## src/rtl/hdc_classify_sequencer.sv

```systemverilog
// HDC classification sequencer: streams each class prototype against the query,
// accumulates Hamming distance and tracks the argmin. Optional macro HDC_EARLY_TERM_EN.
module hdc_classify_sequencer #(
  parameter int N_CLASSES       = 10,
  parameter int WORDS_PER_CLASS = 512,
  parameter int WORD_W          = 16,
  parameter int DIST_W          = 14,
  parameter int EARLY_THRESH    = 1024
) (
  input  logic              clk,
  input  logic              rst_n,
  input  logic              start,
  input  logic              abort,
  output logic              busy,
  output logic              done,
  output logic [3:0]        predicted_class,
  output logic [DIST_W-1:0] best_distance,
  input  logic              host_req,
  output logic              host_gnt,
  output logic              spram_ce,
  output logic [13:0]       spram_addr,
  input  logic [WORD_W-1:0] spram_rdata,
  output logic [8:0]        query_addr,
  input  logic [WORD_W-1:0] query_word
);

  localparam logic [2:0] S_IDLE    = 3'd0;
  localparam logic [2:0] S_ISSUE   = 3'd1;
  localparam logic [2:0] S_DRAIN   = 3'd2;
  localparam logic [2:0] S_COMPARE = 3'd3;
  localparam logic [2:0] S_DONE    = 3'd4;

  localparam int WIDX_W = $clog2(WORDS_PER_CLASS);
  localparam int PC_W   = $clog2(WORD_W + 1);

  localparam logic [WIDX_W-1:0] LAST_WORD  = WIDX_W'(WORDS_PER_CLASS - 1);
  localparam logic [3:0]        LAST_CLASS = 4'(N_CLASSES - 1);
  localparam logic [DIST_W-1:0] EARLY_LIMIT = DIST_W'(EARLY_THRESH);
`ifdef HDC_EARLY_TERM_EN
  localparam logic EARLY_EN = 1'b1;
`else
  localparam logic EARLY_EN = 1'b0;
`endif

  logic [2:0]        state;
  logic              pending;
  logic [3:0]        class_idx;
  logic [WIDX_W-1:0] word_idx;
  logic              drain_cnt;
  logic              rd_valid;
  logic              pc_valid;
  logic [PC_W-1:0]   pc;
  logic [DIST_W-1:0] acc;

  logic              acc_better;
  logic [DIST_W-1:0] new_best;
  logic              finish;

  function automatic logic [PC_W-1:0] popcount(input logic [WORD_W-1:0] w);
    logic [PC_W-1:0] n;
    n = '0;
    for (int i = 0; i < WORD_W; i++) n = n + PC_W'(w[i]);
    return n;
  endfunction

  assign spram_addr = 14'(32'(class_idx) * WORDS_PER_CLASS + 32'(word_idx));
  assign query_addr = 9'(word_idx);

  // Early termination constant-folds away when the macro is not defined.
  assign acc_better = acc < best_distance;
  assign new_best   = acc_better ? acc : best_distance;
  assign finish     = (class_idx == LAST_CLASS) || (EARLY_EN && (new_best < EARLY_LIMIT));

  always_ff @(posedge clk) begin
    if (!rst_n) begin
      state           <= S_IDLE;
      pending         <= 1'b0;
      class_idx       <= '0;
      word_idx        <= '0;
      drain_cnt       <= 1'b0;
      rd_valid        <= 1'b0;
      pc_valid        <= 1'b0;
      pc              <= '0;
      acc             <= '0;
      busy            <= 1'b0;
      done            <= 1'b0;
      predicted_class <= '0;
      best_distance   <= '0;
      host_gnt        <= 1'b0;
      spram_ce        <= 1'b0;
    end else begin
      done     <= 1'b0;
      rd_valid <= spram_ce;
      pc       <= popcount(spram_rdata ^ query_word);
      pc_valid <= rd_valid;
      // NOTE: all nonblocking; a later assignment to acc in the FSM below
      // (clear on class start) overrides this accumulate in the same cycle.
      if (pc_valid) acc <= acc + DIST_W'(pc);

      if (abort && state != S_IDLE) begin
        state    <= S_IDLE;
        busy     <= 1'b0;
        spram_ce <= 1'b0;
        rd_valid <= 1'b0;
        pc_valid <= 1'b0;
      end else begin
        case (state)
          S_IDLE: begin
            host_gnt <= host_req;
            if (abort) begin
              pending <= 1'b0;
            end else if (host_req) begin
              if (start) pending <= 1'b1;
            end else if (start || pending) begin
              pending         <= 1'b0;
              host_gnt        <= 1'b0;
              busy            <= 1'b1;
              class_idx       <= '0;
              word_idx        <= '0;
              acc             <= '0;
              best_distance   <= '1;
              predicted_class <= '0;
              spram_ce        <= 1'b1;
              state           <= S_ISSUE;
            end
          end
          S_ISSUE: begin
            if (word_idx == LAST_WORD) begin
              spram_ce  <= 1'b0;
              drain_cnt <= 1'b0;
              state     <= S_DRAIN;
            end else begin
              word_idx <= word_idx + 1'b1;
            end
          end
          S_DRAIN: begin
            // Two cycles let the final word clear both pipeline stages.
            if (drain_cnt) state <= S_COMPARE;
            else drain_cnt <= 1'b1;
          end
          S_COMPARE: begin
            if (acc_better) begin
              best_distance   <= acc;
              predicted_class <= class_idx;
            end
            if (finish) begin
              state <= S_DONE;
            end else begin
              class_idx <= class_idx + 1'b1;
              word_idx  <= '0;
              acc       <= '0;
              spram_ce  <= 1'b1;
              state     <= S_ISSUE;
            end
          end
          S_DONE: begin
            done  <= 1'b1;
            busy  <= 1'b0;
            state <= S_IDLE;
          end
          default: state <= S_IDLE;
        endcase
      end
    end
  end

endmodule
```

## config.mk

```make
export PLATFORM = sky130hd
export DESIGN_NAME = hdc_classify_sequencer
export DESIGN_NICKNAME = d
export VERILOG_FILES = /design/src/rtl/hdc_classify_sequencer.sv
export SDC_FILE = /design/constraint.sdc
export NUM_CORES = 1
export LEC_CHECK = 0
export ABC_AREA = 1
export ABC_CLOCK_PERIOD_IN_PS = 4100
export BUFFER_PORTS_ARGS = -buffer_cell sky130_fd_sc_hd__buf_2
export CORE_MARGIN = 1.5
export CORE_UTILIZATION = 30
export CTS_BUF_LIST = sky130_fd_sc_hd__clkbuf_4 sky130_fd_sc_hd__clkbuf_8 sky130_fd_sc_hd__clkbuf_16
export CTS_CLUSTER_SIZE = 10
export DETAILED_ROUTE_END_ITERATION = 12
export PLACE_DENSITY_LB_ADDON = 0.12
export SLEW_MARGIN = 5
export SYNTH_ARGS = -nofsm -noshare
export SYNTH_HDL_FRONTEND = slang
export SYNTH_SLANG_ARGS = --single-unit
```

## constraint.sdc

```tcl
create_clock -name clk -period 4.1 [get_ports clk]
set_input_delay 0.205 -clock clk [delete_from_list [all_inputs] [get_ports clk]]
set_output_delay 0.205 -clock clk [all_outputs]
set_load 0.03 [all_outputs]
```

After elaboration in Yosys (flattened, before gate mapping)
Cells that the tools add are included.

$add $sub $neg: 19. Order comparisons: 1. Equal/unequal tests: 15. Muxes and demuxes: 47. Bitwise logic cells: 3. Reductions and logical operators: 19.

Operators by type and width (number): $mux 14 (10); $pmux 14 s2 (2); $add 5x1->5 (11); $mux 9 (5); $pmux 9 s3 (1); $mux 4 (5); $mux 3 (6); $reduce_and 6->1 (3); $ne 2x2->1 const B (8); $pmux 4 s2 (2); $xor 16x16->16 (1); $add 13x9->14 (1); $add 14x5->14 (1); $lt 14x14->1 (1); $mux 1 (12); $pmux 3 s4 (1); $add 9x1->9 const B (1); $eq 9x9->1 const B (1); $reduce_bool 3->1 (3); $reduce_and 4->1 (2); $reduce_and 7->1 (1); $eq 3x2->1 const B (2); $reduce_bool 2->1 (3); $add 4x1->5 (1); other kinds (18) (20).

Register bits after elaboration: 61. Bits of input ports: 37. Output and inout bits: 45. Word-level logic and storage cells: 119.

Depth between registers and ports, before layout
Gate-level depths: netlist of run 1.

Depth after elaboration: 16. Gate-level depth with buffers: 14.

Least setup slack after synthesis of run 1
OpenSTA, ideal clock, no wires.

Path type: input -> register. From: input query_word[0]. To: register pc[4]. Setup time: 0.130 ns. Arrival time: 3.366 ns. Required time: 3.970 ns. Setup slack: 0.604 ns. Stages on the path: 13. Buffers on the path: 0. Path through: xor2_1 fa_1 fa_1 fa_1 inv_1 fa_1 inv_1 ha_1 fa_1 nand2_1 inv_1 o21ai_0 nor2_1.

Longest elaborated chain between the ends: 16.

RTL lines: from (decl) (RTL line 24) `input logic [WORD_W-1:0] query_word`; $xor 16x16->16 (RTL line 94) `pc <= popcount(spram_rdata ^ query_word);`; $add 1x1->2 (RTL line 62) `for (int i = 0; i < WORD_W; i++) n = n + PC_W'(w[i]);`; $add 2x1->3 (RTL line 62); $add 3x1->4 (RTL line 62); $add 4x1->5 (RTL line 62); $add 5x1->5 (11 in a row) (RTL line 62); to (signal assigned) (RTL line 94); to (decl) (RTL line 52) `logic [PC_W-1:0] pc;`.

Every way passes these cells. A chain may end at the register's enable or synchronous reset.

Final worst setup path of run 1
Ends and elaborated chain as after synthesis.

==> results of run 1 <==
final timing paths:
path                       to  slack [ns]  depth (start not counted)
min                  host_gnt        0.18                          3
max reg2reg  best_distance[7]        1.58                         11
min reg2reg          pc_valid        0.41                          2
max                     pc[4]        0.66                         14
power breakdown:
| part | switching (mW) | total [mW] | internal, mW |
|---|---|---|---|
| Combinational | 0.907 | 1.39 | 0.480 |
| Clock | 0.254 | 0.721 | 0.467 |
| Sequential | 0.107 | 0.845 | 0.738 |
| Total | 1.27 | 2.95 | 1.68 |
kinds of logic (layout without fill, tap and decap cells):
family          Yosys count  in the layout  synth area share, %
simple gates            245            245                 27.4
buf+inv                 102            173                 11.4
compound gates           76             76                 10.5
flops                    61             61                 31.0
fa+ha+maj                38             38                 14.1
xor+xnor                 25             25                 5.55
other cells               1              1               0.0951
layer usage:
layer / global-route usage, % / vias up / part of all wire [%]
li1: - / 1869 / -
met3: 4.51 / 9 / 4.8
met5: 0 / - / 0
met1: 16.5 / 1561 / 50
met4: 4.12 / 0 / 1.1
met2: 21.6 / 72 / 44
flip-flops by register name, indices dropped and copies added, names as in the netlist, 3 cells and up:
name	cells
acc	14
best_distance	14
query_addr	9
pc	5
class_idx	4
predicted_class	4
state	3
cells in the final DEF (no fill, tap or decap):
cell,netlist,layout
nor2_1,73,73
a21o_1,1,1
nand3_2,2,2
a31o_2,1,1
o21ai_0,17,17
or2_2,5,5
buf_2,2,80
inv_1,73,73
clkinv_2,0,1
nor3_2,1,1
nor2_2,1,1
xnor2_1,7,7
nor4_1,1,1
o211ai_1,1,1
ha_1,27,27
nand4_1,11,11
clkbuf_8,0,3
dfxtp_1,61,61
nor2_4,1,1
a21oi_1,47,47
clkbuf_16,0,9
o21a_1,1,1
clkbuf_4,0,2
a31oi_1,3,3
o21bai_1,1,1
conb_1,1,1
nand4_2,1,1
fa_1,11,11
nand2_1,104,104
nand3_1,28,28
inv_2,4,4
xor2_1,18,18
buf_4,11,1
nor3_1,9,9
o21ai_2,1,1
a21oi_2,3,3
nor2_8,1,1
nand2_2,7,7
through the flow:
| step | hold slack, ns | cells |
|---|---|---|
| 6_report | 0.184 | 791 |
| 5_1_grt | 0.192 | 791 |
| 4_1_cts | 0.168 | 791 |
| 3_5_place_dp | 0.401 | 776 |
| 3_3_place_gp | 0.402 | 776 |
| 2_1_floorplan | 0.373 | 548 |
worst max-delay path, delay by kind of cell:
| kind | cells | cell delay (ns) |
|---|---|---|
| and+or+nand+nor | 2 | 0.14 |
| buffers and inverters | 4 | 0.24 |
| xor gates and xnor gates | 1 | 0.17 |
| AOI/OAI and AO/OA | 1 | 0.16 |
| adders and majority gates | 6 | 2.71 |
layout make-up:
| cell class | instances | share of cell area (%) |
|---|---|---|
| Multi-Input combinational cell | 385 | 48.4 |
| Sequential cell | 61 | 26.0 |
| Timing Repair Buffer | 81 | 8.69 |
| Inverter | 77 | 6.16 |
| Clock buffer | 14 | 6.00 |
| Tap cell | 172 | 4.59 |
| Clock inverter | 1 | 0.107 |
==> qor.yml, run 1 <==
synthesis:
  synth_cells: 548
  ys.flop_type: "dfxtp_1"
  yosys.area.top_type: "dfxtp_1"
  yosysSeqAreaShare_pct: 31.0
  yosysUniqueCellTypes: 37
  synth.top_cell.area_share_pct: 31.0
  avgSynthCellArea_um2: 7.20
  ys_ff_latch: 61
  synth_area_um2: 3950
  synth_edf_count: 0
  synth_area_leaders: "dfxtp_1 (31%), nand2_1 (9.9%), ha_1 (8.6%)"
  syn-num-nets: 623
  yosysMostFrequentCell: "nand2_1"
  synth-async-reset-ratio_pct: 0
  yosys_warnings: 0
  yosys-top-cells-count: "nand2_1 (104), inv_1 (73), nor2_1 (73), dfxtp_1 (61), a21oi_1 (47)"
cts:
  clk_path_buf_depth: 2
  cts.sinks: 61
  cts_hold_buf: 0
  postCtsResizedCells: 0
  cts_tree: "built"
  postCtsSetupRepairBufs: 0
  htree_levels: 3
  path_clk_slew_ns: 0.05
  root_buffer: "clkbuf_16"
  cts_inserted_buffers: 9
  clock_latency_ns: 0.33
global_routing:
  grt_overflow_total: 0
  antenna_found_initial: 0
  grt_max_degree: 40
  grt_first_pass_wirelength_mm: 15.0
  grt_util_all_layers_pct: 13.3
  grt_pass1_vias: 3272
cells_and_area:
  final_area_um2: 4690
  drive_gt1_share_pct: 20.0
  area_growth_pct: 19.0
  diodes: 0
  nFillCells: 1435
  fin_nets: 690
  final_core_util_pct: 36.9
  seqCellArea_um2: 1220
  multi_input_area_um2: 2270
timing:
  tns_ns: 0
  rsz0062_at_grt: "false"
  fin_worst_skew_ns: 0.00865
  slew_violations: 0
  fin_crit_sh_pct: 84.0
  max_freq_mhz: 291
  worstMarginPinSlew_ns: 1.14
  hold_viol_final: 0
  setup_viol: 0
  fin_ws_ns: 0.658
  fin_crit_ns: 3.44
  relSlewSlack_pct: 23.8
pwr:
  p_leak_nw: 2.32
  peakVddDrop_mv: 0.275
  total_power_mw: 2.95
  p_per_area_nw_per_um2: 629
placement:
  numPortBuffers: 80
  gp_congestion: 0.791
  dp_slack_ns: 0.327
  dpl_cell_area_um2: 4410
  place_hpwl_mm: 6.39
routing:
  drc: 0
  wl_per_cell_um: 10.8
  totalWireLength_mm: 8.56
  dr.pass1.iters: 4
  drt_iter0_markers: 108
  post_drt_via_cell_ratio: 4.44
  ant_nets: 0
  vias: 3511
min_path:
  min_path_type: "in2reg"
  min_from: "host_req"
setup_path:
  max_stage_delay_ns: 0.54
  crit_chain: "buf_2 -> xor2_1 -> fa_1 -> fa_1 -> fa_1 -> inv_1 -> fa_1 -> inv_1 -> ha_1 -> fa_1 -> nand2_1 -> inv_1 -> o21ai_0 -> nor2_1"
  start_kind: "primary input"
  required_ns: 4.30
  cp-startpoint: "query_word[0]"
  r2r_start: "acc[5]"
  critPathArrivalTime_ns: 3.64
  worstSetupEndpointType: "flop"
  cp_max_fo: 2
  cp_slowest_cell: "fa_1"
  crit_top_cell: "fa_1"
  path_class: "in2reg"
floorplan:
  core_um2: 12700
  dieArea_um2: 13800
  die_w_um: 118
  initial_core_util_pct: 31.0
  rows: 41
  ios: 82
  dieHeight_um: 118
run:
  drv_cap: 0
run_status:
  status: "finished, final reports clean"
(Power assumes the default switching activity.)
==> run 2: changes to the inputs <==
--- a/config.mk
+++ b/config.mk
@@ -6,7 +6,7 @@
 export NUM_CORES = 1
 export LEC_CHECK = 0
 export ABC_AREA = 1
-export ABC_CLOCK_PERIOD_IN_PS = 4100
+export ABC_CLOCK_PERIOD_IN_PS = 3100
 export BUFFER_PORTS_ARGS = -buffer_cell sky130_fd_sc_hd__buf_2
 export CORE_MARGIN = 1.5
 export CORE_UTILIZATION = 30
==> constraint.sdc (replaced) <==
create_clock -name clk -period 3.1 [get_ports clk]
set_input_delay 0.155 -clock clk [delete_from_list [all_inputs] [get_ports clk]]
set_output_delay 0.155 -clock clk [all_outputs]
set_load 0.03 [all_outputs]
==> qor.yml, run 2 (synthesis gave the netlist of run 1 again) <==
timing:
  setup_viol: 2
  max_freq_mhz: 315
  tns_ns: -0.128
  fin_ws_ns: -0.0696
  slew_violations: 0
  hold_viol_final: 0
  fin_worst_skew_ns: 0.00892
  worstMarginPinSlew_ns: 0.591
  fin_crit_sh_pct: 102
  holdWs_ns: 0.133
  rsz0062_at_grt: "true"
  relSlewSlack_pct: 60.6
  fin_crit_ns: 3.17
cts:
  clk_path_buf_depth: 2
  cts_tree: "built"
  clock_latency_ns: 0.33
  path_clk_slew_ns: 0.05
  cts.sinks: 61
  cts_inserted_buffers: 9
  cts_hold_buf: 0
  root_buffer: "clkbuf_16"
  htree_levels: 3
routing:
  wl_per_cell_um: 11.1
  dr.pass1.iters: 4
  drt_iter0_markers: 108
  drc: 0
  ant_nets: 0
  post_drt_via_cell_ratio: 4.40
  vias: 3500
  totalWireLength_mm: 8.81
placement:
  numPortBuffers: 80
  dp_slack_ns: -0.482
  gp_congestion: 0.818
  place_hpwl_mm: 6.47
global_routing:
  grt_pass1_vias: 3401
  grt_util_all_layers_pct: 13.7
  antenna_found_initial: 0
  grt_first_pass_wirelength_mm: 15.7
  grt_overflow_total: 0
  grt_max_degree: 39
cells_and_area:
  diodes: 0
  drive_gt1_share_pct: 23.1
  final_cell_mix: "nand2_1 (103), buf_2 (77), nor2_1 (72)"
  final_common_cell: "nand2_1"
  fin_nets: 695
  area_growth_pct: 23.1
pwr:
  switching_share_pct: 42.3
  peakVddDrop_mv: 0.426
  p_sw_mw: 1.77
  seqPwrFrac_pct: 26.7
  total_power_mw: 4.18
  p_leak_nw: 2.37
  pwr-share-clk_pct: 23.5
  p_int_mw: 2.41
  p_per_area_nw_per_um2: 861
  power.share.combinational_pct: 49.8
floorplan:
  dieHeight_um: 118
  ios: 82
  core_um2: 12700
  dieArea_um2: 13800
  rows: 41
  initial_core_util_pct: 31.0
  die_w_um: 118
setup_path:
  worstRegToRegCells: 11
  path_class: "in2reg"
  cp_max_fo: 2
  max_stage_delay_ns: 0.55
  crit_top_cell: "fa_1"
  required_ns: 3.30
  cp_slowest_cell: "fa_1"
  crit_chain: "buf_8 -> xnor2_4 -> fa_1 -> inv_1 -> fa_1 -> fa_1 -> inv_1 -> fa_1 -> inv_2 -> ha_4 -> fa_2 -> nand2_2 -> inv_2 -> o21ai_2 -> nor2_1"
  worstSetupEndpointType: "flop"
  cp.depth: 15
  cp_top_family: "adder cells"
  worstPathBufferInverterCount: 5
  critPathArrivalTime_ns: 3.37
  start_kind: "primary input"
run_status:
  violations: "setup timing"
  status: "complete, but fails checks"
min_path:
  min_path_type: "in2reg"
  min_path_cells: 3
run:
  drv_cap: 0
==> run 2: layer usage <==
layer | GRT usage, % | share of wire (%) | up-vias
met5 | 0 | 0 | -
met3 | 4.31 | 4.1 | 8
met4 | 3.89 | 1.1 | 0
met2 | 22.5 | 45 | 64
li1 | - | - | 1877
met1 | 17.4 | 50 | 1551
==> run 2: cell type report <==
cell class	count	area [um2]
fillers	1403	7870
multi-input cells	385	2370
flip-flops and latches	61	1220
repair buffers	86	475
inverters	77	289
clock buffers	12	254
well taps	172	215
clock inverters	2	35.0
==> run 2: stage by stage <==
stage	cells	utilization (%)	area [um2]
after floorplan	548	-	3970
after global placement	779	35.0	4450
after detailed placement	779	35.0	4450
after CTS	793	37.4	4760
after global routing	795	38.2	4860
final	795	38.2	4860
==> run 2: path summary, 6_finish.rpt <==
path / start / end / slack (ns)
hold / removal: host_req / host_gnt / 0.13
hold reg to reg: rd_valid / pc_valid / 0.41
setup / recovery: spram_rdata[11] / pc[4] / -0.07
setup reg to reg: acc[0] / acc[12] / 0.93
==> run 2: tightest hold or removal path, cell delays in order <==
cell and delay (ns):
buf_2 0.10, inv_1 0.06, a21oi_1 0.11
==> run 2: repair_timing <==
item	in CTS	in global routing
pin swaps	7	16
gates resized for setup	4	19
setup endpoints to repair	3	4
setup buffers	0	2
==> run 2: power groups by stage <==
| stage | registers, mW | clock network [mW] | logic (mW) |
|---|---|---|---|
| finish | 1.12 | 0.985 | 2.08 |
| floorplan | 1.37 | 0 | 1.25 |
| detailed placement | 1.13 | 0 | 1.92 |
| global route | 1.14 | 1.06 | 2.37 |
| global placement | 1.13 | 0 | 1.89 |
| CTS | 1.12 | 1.03 | 1.94 |
==> run 3: changes to the inputs <==
--- a/config.mk
+++ b/config.mk
@@ -6,15 +6,15 @@
 export NUM_CORES = 1
 export LEC_CHECK = 0
 export ABC_AREA = 1
-export ABC_CLOCK_PERIOD_IN_PS = 3100
+export ABC_CLOCK_PERIOD_IN_PS = 2600
 export BUFFER_PORTS_ARGS = -buffer_cell sky130_fd_sc_hd__buf_2
 export CORE_MARGIN = 1.5
 export CORE_UTILIZATION = 30
 export CTS_BUF_LIST = sky130_fd_sc_hd__clkbuf_4 sky130_fd_sc_hd__clkbuf_8 sky130_fd_sc_hd__clkbuf_16
 export CTS_CLUSTER_SIZE = 10
 export DETAILED_ROUTE_END_ITERATION = 12
+export HOLD_SLACK_MARGIN = 0.02
 export PLACE_DENSITY_LB_ADDON = 0.12
-export SLEW_MARGIN = 5
 export SYNTH_ARGS = -nofsm -noshare
 export SYNTH_HDL_FRONTEND = slang
 export SYNTH_SLANG_ARGS = --single-unit
==> constraint.sdc (replaced) <==
create_clock -name clk -period 2.6 [get_ports clk]
set_input_delay 0.13 -clock clk [delete_from_list [all_inputs] [get_ports clk]]
set_output_delay 0.13 -clock clk [all_outputs]
set_load 0.03 [all_outputs]
==> qor.yml, run 3 (synthesis gave the netlist of run 1 again) <==
timing:
  fin_worst_skew_ns: 0.00371
  rsz0062_at_grt: "true"
  hold_viol_final: 0
  worstMarginPinSlew_ns: 0.611
  relSlewSlack_pct: 59.2
  holdWs_ns: 0.112
  slew_violations: 0
  fin_crit_sh_pct: 119
  fin_ws_ns: -0.482
  max_freq_mhz: 324
  fin_crit_ns: 3.08
  setup_viol: 5
global_routing:
  grt_first_pass_wirelength_mm: 15.7
  grt_util_all_layers_pct: 13.7
  grt_pass1_vias: 3388
  grt_max_degree: 39
  grt_overflow_total: 0
  antenna_found_initial: 0
placement:
  gp_congestion: 0.856
  place_hpwl_mm: 6.61
  numPortBuffers: 80
  dp.cells: 783
cts:
  htree_levels: 3
  clk_path_buf_depth: 2
  cts.sinks: 61
  path_clk_slew_ns: 0.05
  cts_inserted_buffers: 9
  root_buffer: "clkbuf_16"
  cts_tree: "built"
  clock_latency_ns: 0.32
setup_path:
  cp_top_family: "adder cells"
  worstPathBufferInverterCount: 4
  reg2reg_slack_ns: 0.39
  worstRegToRegCells: 11
  r2r_start: "acc[0]"
  path_class: "in2reg"
  crit_top_cell: "fa_1"
  cp_slowest_cell: "fa_1"
  cp.depth: 14
  worstSetupEndpointType: "flop"
  start_kind: "primary input"
  timing.rr.end: "acc[12]"
  required_ns: 2.79
  crit_chain: "buf_6 -> xor2_2 -> fa_1 -> fa_2 -> fa_1 -> inv_1 -> fa_1 -> inv_2 -> ha_4 -> fa_2 -> nand2_2 -> inv_2 -> o21ai_2 -> nor2_1"
  cp_max_fo: 2
  critPathArrivalTime_ns: 3.27
  max_stage_delay_ns: 0.57
run_status:
  status: "complete, but fails checks"
  violations: "setup timing"
routing:
  dr.pass1.iters: 6
  drt_iter0_markers: 117
  vias: 3606
  wl_per_cell_um: 11.2
  drc: 0
  post_drt_via_cell_ratio: 4.51
  ant_nets: 0
  totalWireLength_mm: 8.93
floorplan:
  dieArea_um2: 13800
  initial_core_util_pct: 31.0
  die_w_um: 118
  dieHeight_um: 118
  ios: 82
  core_um2: 12700
  rows: 41
min_path:
  worstHoldEndpoint: "host_gnt"
  min_path_type: "in2reg"
  min_path_cells: 3
  min_from: "host_req"
cells_and_area:
  diodes: 0
  drive_gt1_share_pct: 23.8
  fin_nets: 697
  final_cell_mix: "nand2_1 (102), buf_2 (77), nor2_1 (72)"
  final_common_cell: "nand2_1"
  instances_no_fill: 799
  area_growth_pct: 23.0
pwr:
  p_leak_nw: 2.37
  p_per_area_nw_per_um2: 1010
  peakVddDrop_mv: 0.416
run:
  drv_cap: 0
run 3: layout make-up:
class                      instances  area, um2
fill                            1398       7870
tap                              172        215
sequential                        61       1220
clock inverter                     1       5.00
inverter                          77        289
timing repair buffer              88        492
multi-input combinational        385       2350
clock buffer                      15        283
run 3: stage by stage:
stage / power (mW) / worst slack [ns] / util (%) / instance area, um2 / TNS, ns
global route: 5.33 / -0.588 / 38.1 / 4850 / -2.18
floorplan: 3.15 / -0.664 / - / 3980 / -2.54
detailed placement: 3.69 / -0.913 / 35.4 / 4510 / -3.71
CTS: 4.93 / -0.507 / 38.1 / 4840 / -1.73
finish: 4.89 / -0.482 / 38.1 / 4850 / -1.70
global placement: 3.66 / -0.876 / 35.4 / 4510 / -3.62
run 3: timing repair:
item / in CTS / in global routing
resized for setup: 11 / 6
hold buffers: 0 / 0
setup buffers: 0 / 0
pin swaps: 12 / 3
setup endpoints to repair: 5 / 5
run 3: power breakdown:
group	leakage (nW)	switching [mW]	internal (mW)	total [mW]
Combinational	1.73	1.51	0.889	2.40
Sequential	0.498	0.171	1.16	1.33
Clock	0.148	0.412	0.739	1.15
run 3: how the worst max path moves through the flow:
stage / from / endpoint / slack, ns
finish: query_word[1] / pc[4] / -0.48
global route: query_word[5] / pc[4] / -0.59
CTS: query_word[3] / pc[4] / -0.51
detailed placement: query_word[15] / pc[4] / -0.91
global placement: query_word[15] / pc[4] / -0.88
floorplan: query_word[15] / pc[4] / -0.66
run 3: tightest hold or removal path, delay by kind of cell:
family | cells | cell delay [ns]
AO/OA/AOI/OAI | 1 | 0.11
buffers and inverters | 2 | 0.16
run 3: routing by layer:
metal | vias up | wire [um] | global-route usage, %
met5 | - | 0 | 0
met4 | 0 | 84 | 3.89
met3 | 7 | 409 | 3.15
met2 | 84 | 4130 | 22.8
met1 | 1637 | 4310 | 17.6
li1 | 1878 | - | -
